**config.mk**
```make
export PLATFORM = sky130hd
export DESIGN_NAME = mfp_als_spi_responder
export DESIGN_NICKNAME = d
export VERILOG_FILES = /design/src/rtl/mfp_als_spi_pkg.sv /design/src/rtl/mfp_sync_edge_detect.sv /design/src/rtl/mfp_als_spi_responder.sv
export SDC_FILE = /design/constraint.sdc
export NUM_CORES = 1
export LEC_CHECK = 0
export CORE_ASPECT_RATIO = 0.7
export CORE_MARGIN = 1
export CORE_UTILIZATION = 25
export CTS_CLUSTER_DIAMETER = 40
export DETAILED_ROUTE_END_ITERATION = 8
export GPL_TIMING_DRIVEN = 0
export HOLD_SLACK_MARGIN = 0.05
export PLACE_DENSITY = 0.47
export SKIP_LAST_GASP = 1
export SLEW_MARGIN = 10
export SYNTH_ARGS = -nofsm -noshare
export SYNTH_HDL_FRONTEND = slang
export SYNTH_SLANG_ARGS = --single-unit
```
**constraint.sdc**
```tcl
create_clock -name clk -period 2.7 [get_ports clk]
set_input_delay 0.81 -clock clk [delete_from_list [all_inputs] [get_ports clk]]
set_output_delay 0.81 -clock clk [all_outputs]
set_load 0.02 [all_outputs]
```
**src/rtl/mfp_als_spi_pkg.sv**
```systemverilog
// Shared frame layout and FSM encoding for the ambient-light-sensor SPI link.
// The SPI master uses the same constants to locate the data bits in a frame.
package mfp_als_spi_pkg;

  localparam int unsigned LeadZeros = 3;   // zero bits sent before the sample
  localparam int unsigned DataWidth = 8;   // light sample width
  localparam int unsigned FrameBits = 16;  // total bits per frame

  typedef enum logic [1:0] {
    StIdle  = 2'd0,
    StShift = 2'd1,
    StTail  = 2'd2
  } state_e;

  // Number of zero bits that follow the sample in a frame.
  function automatic int unsigned trail_zeros(input int unsigned frame_bits,
                                              input int unsigned lead_zeros,
                                              input int unsigned data_width);
    return frame_bits - lead_zeros - data_width;
  endfunction

endpackage

```
**src/rtl/mfp_sync_edge_detect.sv**
```systemverilog
// Multi-flop synchronizer plus edge detector for one asynchronous input.
// Ports:
//   clk, rst  system clock, synchronous active-high reset
//   din       asynchronous input pin
//   level     synchronized level (aligned with the pulses)
//   rise/fall single-cycle pulses, SYNC_STAGES+1 clocks after the pin edge
module mfp_sync_edge_detect #(
  parameter int unsigned SYNC_STAGES = 2,
  parameter bit          RESET_VAL   = 1'b0
) (
  input  logic clk,
  input  logic rst,
  input  logic din,
  output logic level,
  output logic rise,
  output logic fall
);

  logic [SYNC_STAGES-1:0] sync_q;
  logic                   last_q;
  logic                   rise_q;
  logic                   fall_q;

  always_ff @(posedge clk) begin
    if (rst) begin
      // Reset to the pin's idle level so no edge is reported after reset.
      sync_q <= {SYNC_STAGES{RESET_VAL}};
      last_q <= RESET_VAL;
      rise_q <= 1'b0;
      fall_q <= 1'b0;
    end else begin
      sync_q <= {sync_q[SYNC_STAGES-2:0], din};
      last_q <= sync_q[SYNC_STAGES-1];
      rise_q <= sync_q[SYNC_STAGES-1] & ~last_q;
      fall_q <= ~sync_q[SYNC_STAGES-1] & last_q;
    end
  end

  assign level = last_q;
  assign rise  = rise_q;
  assign fall  = fall_q;

endmodule

```
**src/rtl/mfp_als_spi_responder.sv**
```systemverilog
// Sensor-side SPI responder emulating the PmodALS ADC frame:
//   {LEAD_ZEROS zeros, hold value, trailing zeros}, MSB first, driven after SCK falls.
// Ports:
//   clk, rst      system clock, synchronous active-high reset
//   spi_cs_n      chip select (active-low, async)
//   spi_sck       serial clock (CPOL=0, async)
//   spi_sdo       serial data out
//   sample_data   new light value, loaded when sample_valid is high
//   busy          frame in progress
//   frame_done    pulse: CS released after a complete frame
//   frame_abort   pulse: CS released before the frame completed
module mfp_als_spi_responder
  import mfp_als_spi_pkg::*;
#(
  parameter int unsigned SYNC_STAGES = 2,
  parameter int unsigned LEAD_ZEROS  = LeadZeros,
  parameter int unsigned DATA_WIDTH  = DataWidth,
  parameter int unsigned FRAME_BITS  = FrameBits
) (
  input  logic                  clk,
  input  logic                  rst,
  input  logic                  spi_cs_n,
  input  logic                  spi_sck,
  output logic                  spi_sdo,
  input  logic [DATA_WIDTH-1:0] sample_data,
  input  logic                  sample_valid,
  output logic                  busy,
  output logic                  frame_done,
  output logic                  frame_abort
);

  localparam int unsigned TrailZeros = trail_zeros(FRAME_BITS, LEAD_ZEROS, DATA_WIDTH);
  localparam int unsigned CntWidth   = $clog2(FRAME_BITS + 1);
  localparam logic [CntWidth-1:0] LastBit = CntWidth'(FRAME_BITS - 1);

  logic cs_level, cs_rise, cs_fall;
  logic sck_level, sck_rise, sck_fall;
  logic unused_sync;

  mfp_sync_edge_detect #(
    .SYNC_STAGES(SYNC_STAGES),
    .RESET_VAL  (1'b1)
  ) u_sync_cs (
    .clk  (clk),
    .rst  (rst),
    .din  (spi_cs_n),
    .level(cs_level),
    .rise (cs_rise),
    .fall (cs_fall)
  );

  mfp_sync_edge_detect #(
    .SYNC_STAGES(SYNC_STAGES),
    .RESET_VAL  (1'b0)
  ) u_sync_sck (
    .clk  (clk),
    .rst  (rst),
    .din  (spi_sck),
    .level(sck_level),
    .rise (sck_rise),
    .fall (sck_fall)
  );

  // Only the CS edges and the SCK falling edge drive the protocol.
  assign unused_sync = ^{cs_level, sck_level, sck_rise};

  state_e                  state_q, state_d;
  logic [DATA_WIDTH-1:0]   hold_q;
  logic [FRAME_BITS-1:0]   sr_q, sr_d, sr_load;
  logic [CntWidth-1:0]     bit_cnt_q, bit_cnt_d;
  logic                    done_q, done_d;
  logic                    abort_q, abort_d;

  assign sr_load = FRAME_BITS'(hold_q) << TrailZeros;

  always_ff @(posedge clk) begin
    if (rst) begin
      state_q   <= StIdle;
      hold_q    <= '0;
      sr_q      <= '0;
      bit_cnt_q <= '0;
      done_q    <= 1'b0;
      abort_q   <= 1'b0;
    end else begin
      state_q   <= state_d;
      sr_q      <= sr_d;
      bit_cnt_q <= bit_cnt_d;
      done_q    <= done_d;
      abort_q   <= abort_d;
      // A load coinciding with cs_fall lands after the snapshot, so it feeds the next frame.
      if (sample_valid) begin
        hold_q <= sample_data;
      end
    end
  end

  always_comb begin
    state_d   = state_q;
    sr_d      = sr_q;
    bit_cnt_d = bit_cnt_q;
    done_d    = 1'b0;
    abort_d   = 1'b0;
    unique case (state_q)
      StIdle: begin
        bit_cnt_d = '0;
        if (cs_fall) begin
          sr_d    = sr_load;
          state_d = StShift;
        end
      end
      StShift: begin
        // CS release takes priority over a coincident SCK fall.
        if (cs_rise) begin
          abort_d   = 1'b1;
          bit_cnt_d = '0;
          state_d   = StIdle;
        end else if (sck_fall) begin
          sr_d      = {sr_q[FRAME_BITS-2:0], 1'b0};
          bit_cnt_d = bit_cnt_q + 1'b1;
          if (bit_cnt_d == LastBit) begin
            state_d = StTail;
          end
        end
      end
      StTail: begin
        // bit_cnt holds at its last value; extra SCK edges are ignored.
        if (cs_rise) begin
          done_d    = 1'b1;
          bit_cnt_d = '0;
          state_d   = StIdle;
        end
      end
      default: begin
        state_d   = StIdle;
        bit_cnt_d = '0;
      end
    endcase
  end

  assign spi_sdo     = (state_q == StShift) & sr_q[FRAME_BITS-1];
  assign busy        = (state_q != StIdle);
  assign frame_done  = done_q;
  assign frame_abort = abort_q;

endmodule

```
==> summary by stage <==
Outcome
The flow ran to the end, and the final reports show no timing, DRC or antenna violations.

Clock network
The CTS tree is built. The buffer levels on the longest clock path is 2. The number of sinks on the clock net is 37. The root cell of the clock tree is sky130_fd_sc_hd__clkbuf_8. The deepest level of the CTS H-tree is 2. The source-to-sink clock delay at the later pin of the worst-skew pair is 0.29 ns.

Clock-pin slew was measured on the worst setup and hold paths at 0.07 ns. TritonCTS created 5 clock buffers.

Drt
The number of violations reported at the end of detailed-routing iteration 0 is 25. The first TritonRoute pass finished after 4 iterations. Once detail routing completed, the nets flagged for antenna violations numbered 0. In the final routing, the length of wire on met1 measures 1.63 mm. The average vias per placed instance is 4.34. The average wire length per cell after detail routing is 11.5 um.

The met2 wire length is 1.15 mm. The uppermost metal layer occupied by signal nets is met4. The remaining routing DRC violations is 0. The total wire length after detailed routing is 2.94 mm. The detailed router placed 1,112 vias in this run. The detailed-routed wire length on met3 is 117 um.

Placed design
Detailed placement ended at an HPWL of 2.09 mm. The worst setup slack before clock tree synthesis is 0.265 ns. The final RePlAce weighted congestion is 0.675.

The total placed cells including tap cells is 248. Buffers placed on the I/O ports in this run total 14.

Global routing
The global-route wire length before repair is 5.15 mm. The via count of the first global-routing pass is 1,082. The total routing usage reported by global routing is 0.107. The initial antenna violation count came to 0. After global routing the overflow that remains totals 0. The pin count of the biggest net entering global routing is 12.

Power and ir drop
The relative contribution of combinational cells to total power is 0.065. Summing internal, switching and leakage power gives 1140 uW. Of the total power, the clock network draws 0.434. The internal power is 902 uW.

Of the total power, registers draw 0.501. Of the total power, the share spent switching nets is 0.208. In this run the power spent charging and discharging nets is 236 uW. Dividing total power by cell area gives a power density of 599 mW/mm^2. The leakage power figure is 0.000721 uW. The worst-case IR drop observed on VDD is 0.205 mV.

Timing
Setup violations remaining at the end of the flow were counted as 0. The count of endpoints failing hold in the final timing report is 0. Setup repair after global routing left no endpoint under its margin. The time the final worst path needs with I/O delays and setup is 2.44 ns.

The transition at the pin with the smallest max-transition slack is 0.552 ns. Clock skew on the completed layout was measured at 0.00635 ns. The number of max-slew violations in the final report is 0. Setup slack closes at 0.261 ns. The normalized max-slew margin is 0.632. The fmax is 0.410 GHz. The sum of negative setup slack is 0 ns. The final critical-path share of the clock period is 0.903.

Setup path
The data arrival time at the worst-slack endpoint is 1.63 ns. The critical path required time is 1.89 ns. Walking the worst path, the cells encountered are buf_6 > inv_2 > nor2_4 > buf_6 > and2_1 > dlygate4sd2_1. The launching element of the worst setup path is state_q[0]. The worst flop-to-flop path startpoint is u_sync_cs.rise. The cell type of the slowest stage on the worst timing path is sky130_fd_sc_hd__dfxtp_1. The most repeated library cell on the critical path is sky130_fd_sc_hd__buf_6. The critical path startpoint category is a register. Of all nets on the critical path, the largest fanout is 10. STA classifies the critical path endpoint as a primary output. The largest stage delay on the critical path is 0.35 ns.

The path type of the worst setup path is register to primary output.

Finish
The layout net count is 195. The area growth from synthesis to layout is 22.5%. For this run, the share of the core covered by cells in the final layout is 0.325.

The share of layout cells above drive strength 1 is 0.127. The number of antenna diodes in the final layout is 0. The filler cells instantiated in the layout total 624.

The post-route non-filler standard cell count is 256.

Logic synthesis
By area the synthesized netlist is led by sky130_fd_sc_hd__dfxtp_1 (48%), sky130_fd_sc_hd__mux2i_1 (9.7%), sky130_fd_sc_hd__nor2_1 (6.3%). The number of synthesis warnings is 0. The sequential-to-total area share from yosys stat is 0.478.

A synthesized cell averages 9.75 um^2. Of the post-synthesis cell area, the dominant cell type holds 0.478. The unique cell type count in the Yosys netlist is 36. Counting instances in the post-synthesis netlist gives the leading cell types as sky130_fd_sc_hd__dfxtp_1 (37), sky130_fd_sc_hd__nor2_1 (26), sky130_fd_sc_hd__mux2i_1 (15), sky130_fd_sc_hd__a21oi_1 (8), sky130_fd_sc_hd__a211oi_1 (7). Summing every instance area after synthesis gives 0.00155 mm^2. Counting flops with an async set or reset pin after synthesis yields a share of 0.

Among all cell types in the netlist, the one instantiated most often is sky130_fd_sc_hd__dfxtp_1. When the netlist entered floorplanning its net count stood at 174. In this run, synthesis inferred 0 flip-flops with an integrated enable. The post-synthesis cell count is 159. The largest total area in the synthesized netlist belongs to sky130_fd_sc_hd__dfxtp_1.

The top flip-flop cell by instance count after synthesis is sky130_fd_sc_hd__dfxtp_1. In this run, synthesis produced a sequential element count of 37.

Floorplan
The number of I/O pins is 17. For this configuration, the core starts out at a cell density of 0.265. The floorplan step set the die width to 96.1 um. In this run the vertical extent of the chip is 67.9 um.

The region available for standard cell placement spans 0.00584 mm^2. In this run the core area contains 23 standard-cell rows. The die footprint is 0.00653 mm^2.

Run
The number of max-cap violations is 0.

Min path
The path class of the tightest hold or removal check is register to register. In this run the most critical hold path is launched from u_sync_cs.level.
## flip-flops by register name, indices dropped and copies added (netlist names), 2 cells and up
signal,cells
sr_q,11
hold_q,8
state_q,2
u_sync_cs.sync_q,2
bit_cnt_q,5
u_sync_sck.sync_q,2
## worst max-delay path: cells and delay by family, from the launching register on
| family | cells | cell delay (ns) |
|---|---|---|
| AND/OR/NAND/NOR | 2 | 0.29 |
| flip-flops | 1 | 0.35 |
| buffers and inverters | 4 | 0.71 |
## power groups by stage
stage	combinational [uW]	clock, uW	sequential [uW]
after floorplan	49.8	0	580
after global placement	75.6	0	583
after detailed placement	76.0	0	583
after CTS	76.1	506	570
after global routing	84.5	541	572
final	74.5	494	570
## path summary, 6_finish.rpt
path / end / slack [ns] / cells after the start
max: spi_sdo / 0.26 / 6
min: u_sync_cs.rise / 0.42 / 1
max reg2reg: sr_q[14] / 1.28 / 6
min reg2reg: u_sync_cs.rise / 0.42 / 1
## layout by cell type (no fill, tap or decap), types with 2 or more instances in the layout
cell,netlist,routed
sky130_fd_sc_hd__nand2_1,6,6
sky130_fd_sc_hd__nand3_1,6,6
sky130_fd_sc_hd__o21ai_0,2,2
sky130_fd_sc_hd__a21oi_1,8,8
sky130_fd_sc_hd__nor3b_1,3,3
sky130_fd_sc_hd__nand2b_1,2,2
sky130_fd_sc_hd__clkbuf_1,5,6
sky130_fd_sc_hd__xnor2_1,2,2
sky130_fd_sc_hd__buf_6,4,4
sky130_fd_sc_hd__or2_2,5,5
sky130_fd_sc_hd__nor2b_1,5,5
sky130_fd_sc_hd__a22oi_1,3,3
sky130_fd_sc_hd__a211oi_1,7,7
sky130_fd_sc_hd__nor2_1,26,26
sky130_fd_sc_hd__ha_1,2,2
sky130_fd_sc_hd__inv_1,3,3
sky130_fd_sc_hd__clkdlybuf4s50_1,0,13
sky130_fd_sc_hd__mux2i_1,15,15
sky130_fd_sc_hd__dfxtp_1,37,37
sky130_fd_sc_hd__clkbuf_8,0,6
## repair_timing
| action | 4_1_cts | 5_1_grt |
|---|---|---|
| endpoints found under the setup margin | 1 | 0 |
| hold buffers | 0 | 0 |
| gates resized for setup | 1 | 0 |
| buffers inserted | 0 | 0 |
## layout make-up
type | instances | area [um^2] | area share
Sequential cell | 37 | 741 | 0.390
Multi-Input combinational cell | 108 | 726 | 0.382
Timing Repair Buffer | 14 | 139 | 0.0731
Tap cell | 75 | 93.8 | 0.0494
Clock buffer | 7 | 86.3 | 0.0455
Buffer | 10 | 68.8 | 0.0362
Clock inverter | 1 | 30.0 | 0.0158
Inverter | 4 | 15.0 | 0.00791
## per-stage QoR
| step | hold slack (ns) | area, um^2 |
|---|---|---|
| after floorplan | 0.388 | 1550 |
| after global placement | 0.411 | 1780 |
| after detailed placement | 0.410 | 1780 |
| after CTS | 0.423 | 1900 |
| after global routing | 0.441 | 1900 |
| final | 0.418 | 1900 |
## routing by layer
layer  global-route usage  vias up
met5                    0        -
met2                0.147       19
met3               0.0333        5
li1                     -      583
met4               0.0504        0
met1                0.150      505
## logic make-up (layout without fill, tap and decap cells)
kind of cell               Yosys count  count (layout)  share of synthesized area
xor gates and xnor gates             3               3                     0.0170
buffers and inverters               14              36                     0.0541
muxes                               15              15                     0.0968
and+or+nand+nor                     61              61                      0.215
DFF                                 37              37                      0.478
adders and majority gates            2               2                     0.0161
AOI/OAI and AO/OA                   27              27                      0.123
No activity file was read; power rests on OpenSTA's default activity.
